## src/rtl/rf_ctrl_pkg.sv

```systemverilog
// rtl/rf_ctrl_pkg.sv - shared widths, opcodes, FSM states and flag indices for the rf sequencer
package rf_ctrl_pkg;

  localparam int DW_DEF = 8;
  localparam int AW_DEF = 4;

  typedef enum logic [2:0] {
    OP_ADD = 3'b000,
    OP_SUB = 3'b001,
    OP_AND = 3'b010,
    OP_OR  = 3'b011,
    OP_XOR = 3'b100,
    OP_MOV = 3'b101,
    OP_LDI = 3'b110,
    OP_NOP = 3'b111
  } op_e;

  typedef enum logic [1:0] {
    ST_IDLE  = 2'd0,
    ST_READ  = 2'd1,
    ST_EXEC  = 2'd2,
    ST_WRITE = 2'd3
  } state_e;

  localparam int FLAG_CARRY = 1;
  localparam int FLAG_ZERO  = 0;

endpackage

```

## src/rtl/rf_alu.sv

```systemverilog
// rtl/rf_alu.sv - combinational ALU: (op, a, b, imm) -> (result, carry, zero)
module rf_alu
  import rf_ctrl_pkg::*;
#(
  parameter int DW = DW_DEF
) (
  input  logic [2:0]    op,
  input  logic [DW-1:0] a,
  input  logic [DW-1:0] b,
  input  logic [DW-1:0] imm,
  output logic [DW-1:0] result,
  output logic          carry,
  output logic          zero
);

  logic [DW:0] sum;

  always_comb begin
    sum    = '0;
    result = '0;
    carry  = 1'b0;
    case (op)
      OP_ADD: begin
        sum    = {1'b0, a} + {1'b0, b};
        result = sum[DW-1:0];
        carry  = sum[DW];
      end
      // Subtract as A + ~B + 1 so carry reads as "no borrow".
      OP_SUB: begin
        sum    = {1'b0, a} + {1'b0, ~b} + {{DW{1'b0}}, 1'b1};
        result = sum[DW-1:0];
        carry  = sum[DW];
      end
      OP_AND:  result = a & b;
      OP_OR:   result = a | b;
      OP_XOR:  result = a ^ b;
      OP_MOV:  result = a;
      OP_LDI:  result = imm;
      default: result = '0;
    endcase
    zero = (result == '0);
  end

endmodule

```

## src/rtl/rf_op_sequencer.sv

```systemverilog
// rtl/rf_op_sequencer.sv - 4-cycle IDLE/READ/EXEC/WRITE sequencer owning all register file ports
module rf_op_sequencer
  import rf_ctrl_pkg::*;
#(
  parameter int DW = DW_DEF,
  parameter int AW = AW_DEF
) (
  input  logic          clk,
  input  logic          rst,
  input  logic          instr_valid,
  output logic          instr_ready,
  input  logic [2:0]    instr_op,
  input  logic [AW-1:0] instr_dst,
  input  logic [AW-1:0] instr_srca,
  input  logic [AW-1:0] instr_srcb,
  input  logic [DW-1:0] instr_imm,
  output logic          rf_wr,
  output logic [AW-1:0] rf_da,
  output logic [DW-1:0] rf_din,
  output logic [AW-1:0] rf_aa,
  output logic [AW-1:0] rf_ba,
  input  logic [DW-1:0] rf_data_a,
  input  logic [DW-1:0] rf_data_b,
  output logic          res_valid,
  output logic [DW-1:0] res_data,
  output logic [1:0]    res_flags,
  output logic          err_r0
);

  state_e        state_q, state_d;
  op_e           op_q, op_d;
  logic [AW-1:0] dst_q, dst_d, srca_q, srca_d, srcb_q, srcb_d;
  logic [DW-1:0] imm_q, imm_d, opa_q, opa_d, opb_q, opb_d;
  logic [DW-1:0] res_data_q, res_data_d;
  logic [1:0]    res_flags_q, res_flags_d;

  logic [DW-1:0] alu_result;
  logic          alu_carry, alu_zero;
  logic          write_slot;

  rf_alu #(.DW(DW)) u_alu (
    .op     (op_q),
    .a      (opa_q),
    .b      (opb_q),
    .imm    (imm_q),
    .result (alu_result),
    .carry  (alu_carry),
    .zero   (alu_zero)
  );

  always_comb begin
    state_d     = state_q;
    op_d        = op_q;
    dst_d       = dst_q;
    srca_d      = srca_q;
    srcb_d      = srcb_q;
    imm_d       = imm_q;
    opa_d       = opa_q;
    opb_d       = opb_q;
    res_data_d  = res_data_q;
    res_flags_d = res_flags_q;
    case (state_q)
      ST_IDLE: begin
        if (instr_valid) begin
          state_d = ST_READ;
          op_d    = op_e'(instr_op);
          dst_d   = instr_dst;
          srca_d  = instr_srca;
          srcb_d  = instr_srcb;
          imm_d   = instr_imm;
        end
      end
      ST_READ: begin
        opa_d   = rf_data_a;
        opb_d   = rf_data_b;
        state_d = ST_EXEC;
      end
      ST_EXEC: begin
        res_data_d                  = alu_result;
        res_flags_d[FLAG_CARRY]     = alu_carry;
        res_flags_d[FLAG_ZERO]      = alu_zero;
        state_d                     = ST_WRITE;
      end
      default: state_d = ST_IDLE;
    endcase
  end

  always_ff @(posedge clk or posedge rst) begin
    if (rst) begin
      state_q     <= ST_IDLE;
      op_q        <= OP_NOP;
      dst_q       <= '0;
      srca_q      <= '0;
      srcb_q      <= '0;
      imm_q       <= '0;
      opa_q       <= '0;
      opb_q       <= '0;
      res_data_q  <= '0;
      res_flags_q <= '0;
    end else begin
      state_q     <= state_d;
      op_q        <= op_d;
      dst_q       <= dst_d;
      srca_q      <= srca_d;
      srcb_q      <= srcb_d;
      imm_q       <= imm_d;
      opa_q       <= opa_d;
      opb_q       <= opb_d;
      res_data_q  <= res_data_d;
      res_flags_q <= res_flags_d;
    end
  end

  // Every strobe below depends only on flops, so none can glitch from upstream inputs.
  assign write_slot  = (state_q == ST_WRITE) && (op_q != OP_NOP);
  assign instr_ready = (state_q == ST_IDLE);
  assign res_valid   = (state_q == ST_WRITE);
  assign rf_wr       = write_slot && (dst_q != '0);
  assign err_r0      = write_slot && (dst_q == '0);
  assign rf_da       = (state_q == ST_WRITE) ? dst_q : '0;
  assign rf_din      = (state_q == ST_WRITE) ? res_data_q : '0;
  assign rf_aa       = (state_q == ST_READ) ? srca_q : '0;
  assign rf_ba       = (state_q == ST_READ) ? srcb_q : '0;
  assign res_data    = res_data_q;
  assign res_flags   = res_flags_q;

endmodule

```

## config.mk

```make
export PLATFORM = sky130hd
export DESIGN_NAME = rf_op_sequencer
export DESIGN_NICKNAME = d
export VERILOG_FILES = /design/src/rtl/rf_ctrl_pkg.sv /design/src/rtl/rf_alu.sv /design/src/rtl/rf_op_sequencer.sv
export SDC_FILE = /design/constraint.sdc
export NUM_CORES = 1
export LEC_CHECK = 0
export ABC_AREA = 1
export BUFFER_PORTS_ARGS = -buffer_cell sky130_fd_sc_hd__buf_2
export CELL_PAD_IN_SITES_DETAIL_PLACEMENT = 1
export CELL_PAD_IN_SITES_GLOBAL_PLACEMENT = 1
export CORE_ASPECT_RATIO = 1.75
export CORE_UTILIZATION = 28
export DETAILED_ROUTE_END_ITERATION = 10
export GPL_ROUTABILITY_DRIVEN = 0
export GPL_TIMING_DRIVEN = 0
export PLACE_DENSITY = 0.7
export SLEW_MARGIN = 0
export SYNTH_ARGS = -nofsm -noshare
export SYNTH_HDL_FRONTEND = slang
export SYNTH_SLANG_ARGS = --single-unit
```

## constraint.sdc

```tcl
create_clock -name clk -period 3.78 [get_ports clk]
set_input_delay 0.189 -clock clk [delete_from_list [all_inputs] [get_ports clk]]
set_output_delay 0.189 -clock clk [all_outputs]
set_load 0.01 [all_outputs]
```

==> out/summary.txt, run 1 <==
via count = 3294
CP dominant cell by count = nand3_1
final hold violation count = 0
kind of critical path = reg2reg
final instance area = 4227 um^2
Critical Path Start = opa_q[1]
CTS Buffer Depth = 2
Buffers & Inverters on Critical Path = 2
Reg-to-Reg End = res_flags[0]
Worst-path clk slew = 70 ps
clock latency on the worst-skew pair = 290 ps
Worst path slowest cell = dfrtp_1
Pins Over Slew Limit = 0
CP Capture Type = flip-flop
# IOs = 76
cell with the most instances after synthesis = nand2_1
largest net degree at the start of global routing = 44
average size of a mapped cell = 7.424 um^2
sequential share of the synthesized area = 37.08%
Worst path depth = 10
WL final = 10440 um
WL per Instance = 14.61 um
CP endpoint = res_flags[0]
Post-Synthesis Cells = 465
Yosys cell types = 31
IR Drop Worst-Case VDD = 368.1 uV
Clock Skews = 4.938 ps
WP data required = 4020 ps
DRC viols = 0
Via density = 4.607
Routed Antenna Nets = 0
Leakage Power = 2.371 nW
fin crit period = 2183 ps
Die Area = 12790 um^2
drt pass-1 iters = 4
status = complete, no violations
Final WS setup = 1597 ps
pre-CTS WS = 1593 ps
CTS buffer count = 5
class of the worst hold path = in2reg
Worst-Margin Slew = 587.5 ps
Worst R2R Setup Slack = 1600 ps
CORE AREA = 12000 um^2
Synth top cells by count = nand2_1, inv_1, dfrtp_1, nor2_1, nand3_1
Antenna Cells = 0
Tcrit/Tclk final = 57.76%
crit-path cells = inv_1 > fa_1 > inv_1 > a21oi_1 > or2_2 > nand3_1 > nand3_1 > nor2_1 > nand3_1 > nand2_1
Initial Util = 28.76%
Post-CTS Resized = 0
initial antenna violation count = 0
Congestion Overflow GR = 0
most common flop cell mapped by yosys = dfrtp_1
met2 wire length = 5968 um
met3 routed wirelength = 229 um
Die X = 85.94 um
area grow syn2layout = 22.44%
htree depth = 2
CTS Root Cell = clkbuf_16
first-pass GRT wire length = 17310 um
syn nets = 537
CP max FO = 5
number of global-route vias before repair = 3624
setup TNS = 0 ps
Synth top area share = 34.80%
reg2reg path depth = 10
max incr delay on CP = 490 ps
CTS tree = built
top routing layer in use = met4
GR Util All Layers = 17.42%
share of cells above drive strength 1 = 21.09%
RSZ-0062 raised after global routing = false
# rows = 53
Iteration-0 DRC Markers = 109
top cell type by total area after synthesis = dfrtp_1
Post-Place Cells = 706
clock sink total = 51
startpoint types = flip-flop
Yosys reg bits = 51
die height = 148.9 um
placed cell area = 4054 um^2
EDFF count, synth = 0
port bufs = 75
nets = 621
max-cap viol count = 0
worst hold path cell count = 3
CP arrival = 2420 ps
pwr dens = 917.2 nW/um^2
final setup fails = 0
Async SR Flop Fraction = 100.0%
crit-path leading delay family = simple AND/OR/NAND/NOR gates
Yosys warning total = 0
fill count = 1535
Finished Layout Cells = 715
Synth area leaders = dfrtp_1, nand2_1, ha_1
sum of net half-perimeters after detailed placement = 8688 um
met1 wire length = 3847 um
RR Startpoint = opa_q[1]
relative slew slack = 60.83%
mapped cell area = 3452 um^2
Max Clock Freq = 458.0 MHz
through the flow:
stage	hold slack, ps	power [mW]	utilization (%)
3_5_place_dp	119.1	3.389	33.77
2_1_floorplan	305.8	2.613	-
6_report	103.2	3.877	35.21
3_3_place_gp	395.7	3.267	33.61
5_1_grt	103.7	4.273	35.21
4_1_cts	96.59	3.925	35.21
worst min-delay path by stage:
stage / to / from
global route: opa_q[4] / rf_data_a[4]
floorplan: opa_q[2] / rf_data_a[2]
detailed placement: imm_q[7] / rst
finish: opa_q[4] / rf_data_a[4]
CTS: opa_q[6] / rf_data_a[6]
global placement: opa_q[2] / rf_data_a[2]
registers in the layout, summed over array words and instances, names as in the netlist:
signal     flops
dst_q          4
res_flags      2
state_q        2
srcb_q         4
opb_q          8
imm_q          8
res_data       8
opa_q          8
srca_q         4
op_q           3
logic make-up after synthesis:
group | after synthesis | synth area share [%]
AO/OA/AOI/OAI | 53 | 8.301
buffers and inverters | 96 | 11.09
adder cells (fa/ha/maj) | 30 | 11.31
flip-flops | 51 | 37.08
multiplexers | 16 | 5.219
AND/OR/NAND/NOR | 219 | 27.00
where the power goes:
group          internal [mW]  switching, mW  leakage [nW]
logic                  0.827           1.53          1.68
registers              0.821          0.183         0.613
clock network          0.313          0.201        0.0781
total                   1.96           1.92          2.37
routing by layer:
metal	up-vias	GRT usage, %
li1	1627	-
met1	1588	18.12
met2	63	33.77
met3	16	1.660
met4	0	8.667
met5	-	0
layout make-up:
| class | instances | area, um^2 | area share (%) |
|---|---|---|---|
| Clock buffer | 7 | 132.6 | 3.138 |
| Clock inverter | 1 | 30.03 | 0.7105 |
| Sequential cell | 51 | 1280 | 30.28 |
| Multi-Input combinational cell | 318 | 1789 | 42.33 |
| Timing Repair Buffer | 77 | 405.4 | 9.591 |
| Inverter | 79 | 296.5 | 7.016 |
| Buffer | 17 | 86.33 | 2.043 |
| Tap cell | 165 | 206.4 | 4.885 |
worst reg2reg max path: stages, from the launching register on:
cell and delay [ps]:
dfrtp_1 490, inv_1 150, fa_1 470, inv_1 120, a21oi_1 90, or2_2 270, nand3_1 70, nand3_1 180
nor2_1 150, nand3_1 80, nand2_1 70
cells in the final DEF, fill, tap and decap left out, drive strengths merged, types with 3 or more instances in the layout:
cell type / count
nand2: 119
buf: 83
inv: 79
dfrtp: 48
nor2: 46
nand3: 37
ha: 28
o21ai: 26
a21oi: 17
clkbuf: 17
mux2: 16
nand4: 11
o22ai: 3
dfstp: 3
repair_timing:
item / CTS / global route
buffers inserted: 0 / 0
hold endpoints to repair: 8 / 0
hold buffers: 1 / 0
(Power assumes the default switching activity.)
==> run 2: changes to the inputs <==
--- a/config.mk
+++ b/config.mk
@@ -5,7 +5,7 @@
 export SDC_FILE = /design/constraint.sdc
 export NUM_CORES = 1
 export LEC_CHECK = 0
-export ABC_AREA = 1
+export ABC_AREA = 0
 export BUFFER_PORTS_ARGS = -buffer_cell sky130_fd_sc_hd__buf_2
 export CELL_PAD_IN_SITES_DETAIL_PLACEMENT = 1
 export CELL_PAD_IN_SITES_GLOBAL_PLACEMENT = 1
@@ -14,7 +14,7 @@
 export DETAILED_ROUTE_END_ITERATION = 10
 export GPL_ROUTABILITY_DRIVEN = 0
 export GPL_TIMING_DRIVEN = 0
-export PLACE_DENSITY = 0.7
+export PLACE_DENSITY = 0.69
 export SLEW_MARGIN = 0
 export SYNTH_ARGS = -nofsm -noshare
 export SYNTH_HDL_FRONTEND = slang
==> constraint.sdc (replaced) <==
create_clock -name clk -period 2 [get_ports clk]
set_input_delay 0.1 -clock clk [delete_from_list [all_inputs] [get_ports clk]]
set_output_delay 0.1 -clock clk [all_outputs]
set_load 0.01 [all_outputs]
==> run 2 against run 1 <==
The flow now finishes with violations (negative setup slack). Die area rose by 1.1%. Sequential cell count did not move. Synthesized area increased by 1.2%. Critical path depth stayed put. Core utilization up 3.5 points. Clock-buffer cell count fell by 2. Clock power grew 79%. Hold slack worse by 92 ps. First-iteration DRC count is 2.8% higher. Synthesized cell count shrank 21%. Non-clock buffer count is 23 higher. Critical path type unchanged. Critical endpoint is now res_data[6]. Largest cell class unchanged.
==> out/summary.txt, run 2 <==
nets = 544
CP Capture Type = flip-flop
htree depth = 2
Iteration-0 DRC Markers = 112
die height = 149.7 um
# IOs = 76
Routed Antenna Nets = 0
Finished Layout Cells = 638
pre-CTS WS = -740.1 ps
fill count = 1458
Hold Worst Slack = 10.98 ps
clock sink total = 51
CTS tree = built
Util after Layout = 38.73%
class of the worst hold path = in2reg
failing checks = negative setup slack
DRC viols = 0
port bufs = 75
pwr dens = 1974 nW/um^2
Congestion Overflow GR = 0
first-pass GRT wire length = 17860 um
share of cells above drive strength 1 = 41.44%
WL per Instance = 18.04 um
IR Drop Worst-Case VDD = 610.1 uV
Synth top cells by count = dfrtp_1, nand2_1, inv_1, o21ai_0, ha_1
WP data required = 2190 ps
Post-Synthesis Cells = 369
CTS Buffer Depth = 2
fin crit period = 2605 ps
Via density = 5.036
Antenna Cells = 0
Async SR Flop Fraction = 100.0%
Yosys warning total = 0
startpoint types = flip-flop
drt pass-1 iters = 4
area grow syn2layout = 33.86%
most common flop cell mapped by yosys = dfrtp_1
RSZ-0062 raised after global routing = true
Yosys reg bits = 51
Synth top area share = 34.40%
via count = 3213
CTS buffer count = 5
cell with the most instances after synthesis = dfrtp_1
Synth area leaders = dfrtp_1, ha_1, mux2_2
placed cell area = 4109 um^2
number of global-route vias before repair = 3526
Max Clock Freq = 383.9 MHz
top cell type by total area after synthesis = dfrtp_1
CP arrival = 2790 ps
commonest non-fill, non-tap cell in the layout = buf_2
final instance area = 4674 um^2
kind of critical path = reg2reg
status = complete, but fails checks
Die Area = 12940 um^2
Worst-path clk slew = 80 ps
Tcrit/Tclk final = 130.3%
commonest non-fill, non-tap cells in the layout = buf_2, dfrtp_1, nand2_1
Pins Over Slew Limit = 0
area of the multi-input gates = 2211 um^2
max-cap viol count = 0
Die X = 86.42 um
Power, Total = 9.229 mW
CORE AREA = 12070 um^2
GR Util All Layers = 18.23%
setup TNS = -2111 ps
Yosys cell types = 59
initial antenna violation count = 0
# rows = 53
mapped cell area = 3492 um^2
syn nets = 441
EDFF count, synth = 0
Clock Skews = 6.311 ps
Initial Util = 28.93%
Leakage Power = 2.156 nW
Post-Place Cells = 610
clock latency on the worst-skew pair = 300 ps
relative slew slack = 60.62%
Register Area = 1281 um^2
final setup fails = 6
Worst-Margin Slew = 590.7 ps
sequential share of the synthesized area = 36.65%
sum of net half-perimeters after detailed placement = 8776 um
largest net degree at the start of global routing = 33
average size of a mapped cell = 9.464 um^2
Final WS setup = -605.1 ps
CP max FO = 3
CTS Root Cell = clkbuf_16
final hold violation count = 0
WL final = 11510 um
-- run 2: cell count changes after synthesis, moves of 5 or more --
cell and delta:
nand3_1 -29, mux2i_1 +6, o21ai_0 +6, buf_2 +5
nand2b_1 +8, inv_1 -46, a21oi_1 -5, and2_1 +21
nand2_1 -86, mux2_2 +10, nor2_1 -27, a31oi_1 +5
nand4_1 -10
-- run 2: cells by family after synthesis --
logic type | Yosys count | synth area share, %
and+or+nand+nor | 108 | 16.27
AOI/OAI and AO/OA | 94 | 18.78
buffers and inverters | 52 | 6.521
xor gates and xnor gates | 2 | 0.5017
DFF | 51 | 36.65
muxes | 32 | 10.10
adders and majority gates | 30 | 11.18
-- run 2: cell type report --
cell class | instances | share of cell area (%)
buffer | 21 | 3.185
clock buffer | 5 | 2.677
clock inverter | 3 | 0.5889
inverter | 31 | 2.543
multi-input combinational | 266 | 47.30
sequential | 51 | 27.41
tap | 165 | 4.416
timing repair buffer | 96 | 11.88
-- run 2: worst max-delay path, stage by stage, from the launching register on --
cell,delay [ps]
dfrtp_1,380
buf_4,140
ha_4,150
inv_4,40
fa_2,370
nand3b_1,270
a21oi_2,230
a31o_1,190
nor4_1,60
or3b_1,390
mux2_4,270
-- run 2: per-layer routing --
metal	track usage, %	vias to the layer above	wire [um]
met4	10.92	0	450
met2	35.04	91	6567
met1	18.41	1594	4150
met5	0	-	0
met3	1.875	32	339
li1	-	1496	-
-- run 2: report_power, final --
| group | internal [mW] | switching, mW | total, mW | leakage [nW] |
|---|---|---|---|---|
| combinational | 2.77 | 3.56 | 6.33 | 1.48 |
| sequential | 1.59 | 0.390 | 1.98 | 0.606 |
| clock | 0.479 | 0.440 | 0.918 | 0.0723 |
-- run 2: path summary, 6_finish.rpt --
kind                              start           end  slack, ps  cells after the start
max reg2reg                    opb_q[0]   res_data[6]       -610                     10
max in group asynchronous           rst       op_q[0]       1040                      4
min reg2reg                res_flags[0]  res_flags[0]        500                      2
max                            opb_q[0]   res_data[6]       -610                     10
min                        rf_data_b[0]      opb_q[0]         10                      3
min in group asynchronous           rst      opa_q[0]        350                      3
-- run 2: repair_timing --
| item | 4_1_cts | 5_1_grt |
|---|---|---|
| pin swaps | 8 | 9 |
| gates resized for setup | 31 | 42 |
| hold endpoints to repair | 19 | 0 |
| hold buffers | 1 | 0 |
| buffers inserted | 8 | 12 |
| setup endpoints to repair | 23 | 24 |
==> run 3: changes to the inputs <==
--- a/config.mk
+++ b/config.mk
@@ -10,11 +10,11 @@
 export CELL_PAD_IN_SITES_DETAIL_PLACEMENT = 1
 export CELL_PAD_IN_SITES_GLOBAL_PLACEMENT = 1
 export CORE_ASPECT_RATIO = 1.75
-export CORE_UTILIZATION = 28
+export CORE_UTILIZATION = 38
 export DETAILED_ROUTE_END_ITERATION = 10
 export GPL_ROUTABILITY_DRIVEN = 0
 export GPL_TIMING_DRIVEN = 0
-export PLACE_DENSITY = 0.69
+export PLACE_DENSITY = 0.86
 export SLEW_MARGIN = 0
 export SYNTH_ARGS = -nofsm -noshare
 export SYNTH_HDL_FRONTEND = slang
==> constraint.sdc (replaced) <==
create_clock -name clk -period 2 [get_ports clk]
set_input_delay 0.6 -clock clk [delete_from_list [all_inputs] [get_ports clk]]
set_output_delay 0.6 -clock clk [all_outputs]
set_load 0.01 [all_outputs]
==> run 3 against run 2 <==
The run still ends with negative setup slack left. First-iteration DRC count grew 94%. Sequential cell count is the same. Register-to-register slack is essentially flat. Sequential share of layout area shrank 0.45 points. Cell count shrank 6.7%. Via count grew 6.7%. Critical path depth shrank 1. Die area shrank 26%. Global-route usage grew 8.5 points. Critical path type unchanged. Largest cell class unchanged. Largest power group unchanged.
==> out/summary.txt, run 3 (synthesis gave the netlist of run 2 again) <==
status = complete, but fails checks
failing checks = negative setup slack
CP max FO = 3
number of global-route vias before repair = 3653
# IOs = 76
commonest non-fill, non-tap cell in the layout = buf_2
Die Area = 9592 um^2
nets = 549
Final WS setup = -603.0 ps
area of the multi-input gates = 2157 um^2
CTS Root Cell = clkbuf_16
met2 wire length = 6652 um
fin crit period = 2603 ps
Initial Util = 39.76%
initial antenna violation count = 0
IR Drop Worst-Case VDD = 834.3 uV
Worst-Margin Slew = 612.6 ps
Clock Skews = 8.335 ps
Antenna Cells = 0
final hold violation count = 0
pre-CTS WS = -746.4 ps
CTS tree = built
Util after Layout = 54.10%
CTS buffer count = 5
fill count = 1038
Pins Over Slew Limit = 0
DRC viols = 0
CP arrival = 2800 ps
commonest non-fill, non-tap cells in the layout = buf_2, dfrtp_1, nand2_1
drt pass-1 iters = 5
RR Startpoint = opb_q[0]
cts hold-fix bufs = 0
CORE AREA = 8783 um^2
met3 routed wirelength = 637 um
clock latency on the worst-skew pair = 300 ps
Congestion Overflow GR = 0
first-pass GRT wire length = 18870 um
clock sink total = 51
relative slew slack = 59.10%
WP data required = 2190 ps
Critical Path Start = opb_q[0]
Register Area = 1281 um^2
largest net degree at the start of global routing = 28
WL per Instance = 21.00 um
sum of net half-perimeters after detailed placement = 8276 um
area grow syn2layout = 36.08%
met1 wire length = 4230 um
RSZ-0062 raised after global routing = true
Leakage Power = 2.222 nW
startpoint types = flip-flop
Iteration-0 DRC Markers = 217
Worst-path clk slew = 70 ps
Via density = 5.763
kind of critical path = reg2reg
share of cells above drive strength 1 = 42.47%
htree depth = 2
top routing layer in use = met4
CTS Buffer Depth = 2
Die X = 74.47 um
port bufs = 75
max-cap viol count = 0
CP Capture Type = flip-flop
Max Clock Freq = 384.2 MHz
final setup fails = 16
# rows = 45
Tcrit/Tclk final = 130.1%
die height = 128.8 um
via count = 3429
GR Util All Layers = 26.78%
Routed Antenna Nets = 0
WL final = 12500 um
pwr dens = 2016 nW/um^2
class of the worst hold path = in2async
Power, Total = 9.578 mW
==> run 3: cell types whose count changed in the layout (fill, tap and decap cells not counted), moves of 3 or more <==
cell,before,now
and2_1,21,9
clkbuf_8,0,3
buf_8,1,6
and2_4,0,12
buf_6,6,20
o21ai_1,3,6
inv_1,22,25
clkbuf_2,5,0
buf_2,78,65
==> run 3: timing repair <==
| action | 4_1_cts | 5_1_grt |
|---|---|---|
| buffers inserted | 19 | 5 |
| cloned | 1 | 0 |
| gates resized for setup | 59 | 43 |
| pin swaps | 6 | 7 |
| setup endpoints to repair | 35 | 41 |
==> run 3: stage by stage <==
step	TNS (ps)	cell area [um^2]	instances	hold slack (ps)
3_3_place_gp	-23270	4029	561	471.1
3_5_place_dp	-4817	4049	562	477.2
4_1_cts	-2705	4563	590	381.4
6_report	-2954	4752	595	365.2
2_1_floorplan	-803.5	3507	369	470.6
5_1_grt	-4423	4752	595	414.4
==> run 3: routing by layer <==
layer  vias up  GRT usage (%)
met4         0          20.42
met1      1684          27.92
met2       163          46.26
met5         -              0
met3        74          4.464
li1       1508              -
==> run 3: final timing paths <==
check / cells after the start / slack, ps / to
max: 9 / -600 / res_data[6]
min: 2 / 370 / srca_q[0]
max reg2reg: 9 / -600 / res_data[6]
min reg2reg: 2 / 490 / res_flags[0]
max in group asynchronous: 3 / 1010 / op_q[2]
min in group clk: 2 / 490 / res_flags[0]
==> run 3: cell type report <==
type,count,area share (%)
repair buffers,101,14.38
well taps,117,3.081
clock buffers,7,3.002
inverters,31,2.449
plain buffers,21,4.555
multi-input cells,266,45.39
clock inverters,1,0.1843
flip-flops and latches,51,26.96
==> run 3: worst max-delay path: stages (launching register included) <==
cell and delay, ps:
dfrtp_1 370, ha_2 210, inv_2 50, fa_2 370, nand3b_1 290, a21oi_2 260, a31o_1 210, nor4_2 50
or3b_4 400, mux2_4 270
==> run 3: power by group <==
part	internal, mW	leakage [nW]	switching, mW	total [mW]
Sequential	1.59	0.606	0.429	2.02
Clock	0.504	0.0745	0.403	0.907
Combinational	2.98	1.54	3.67	6.65
Total	5.08	2.22	4.50	9.58
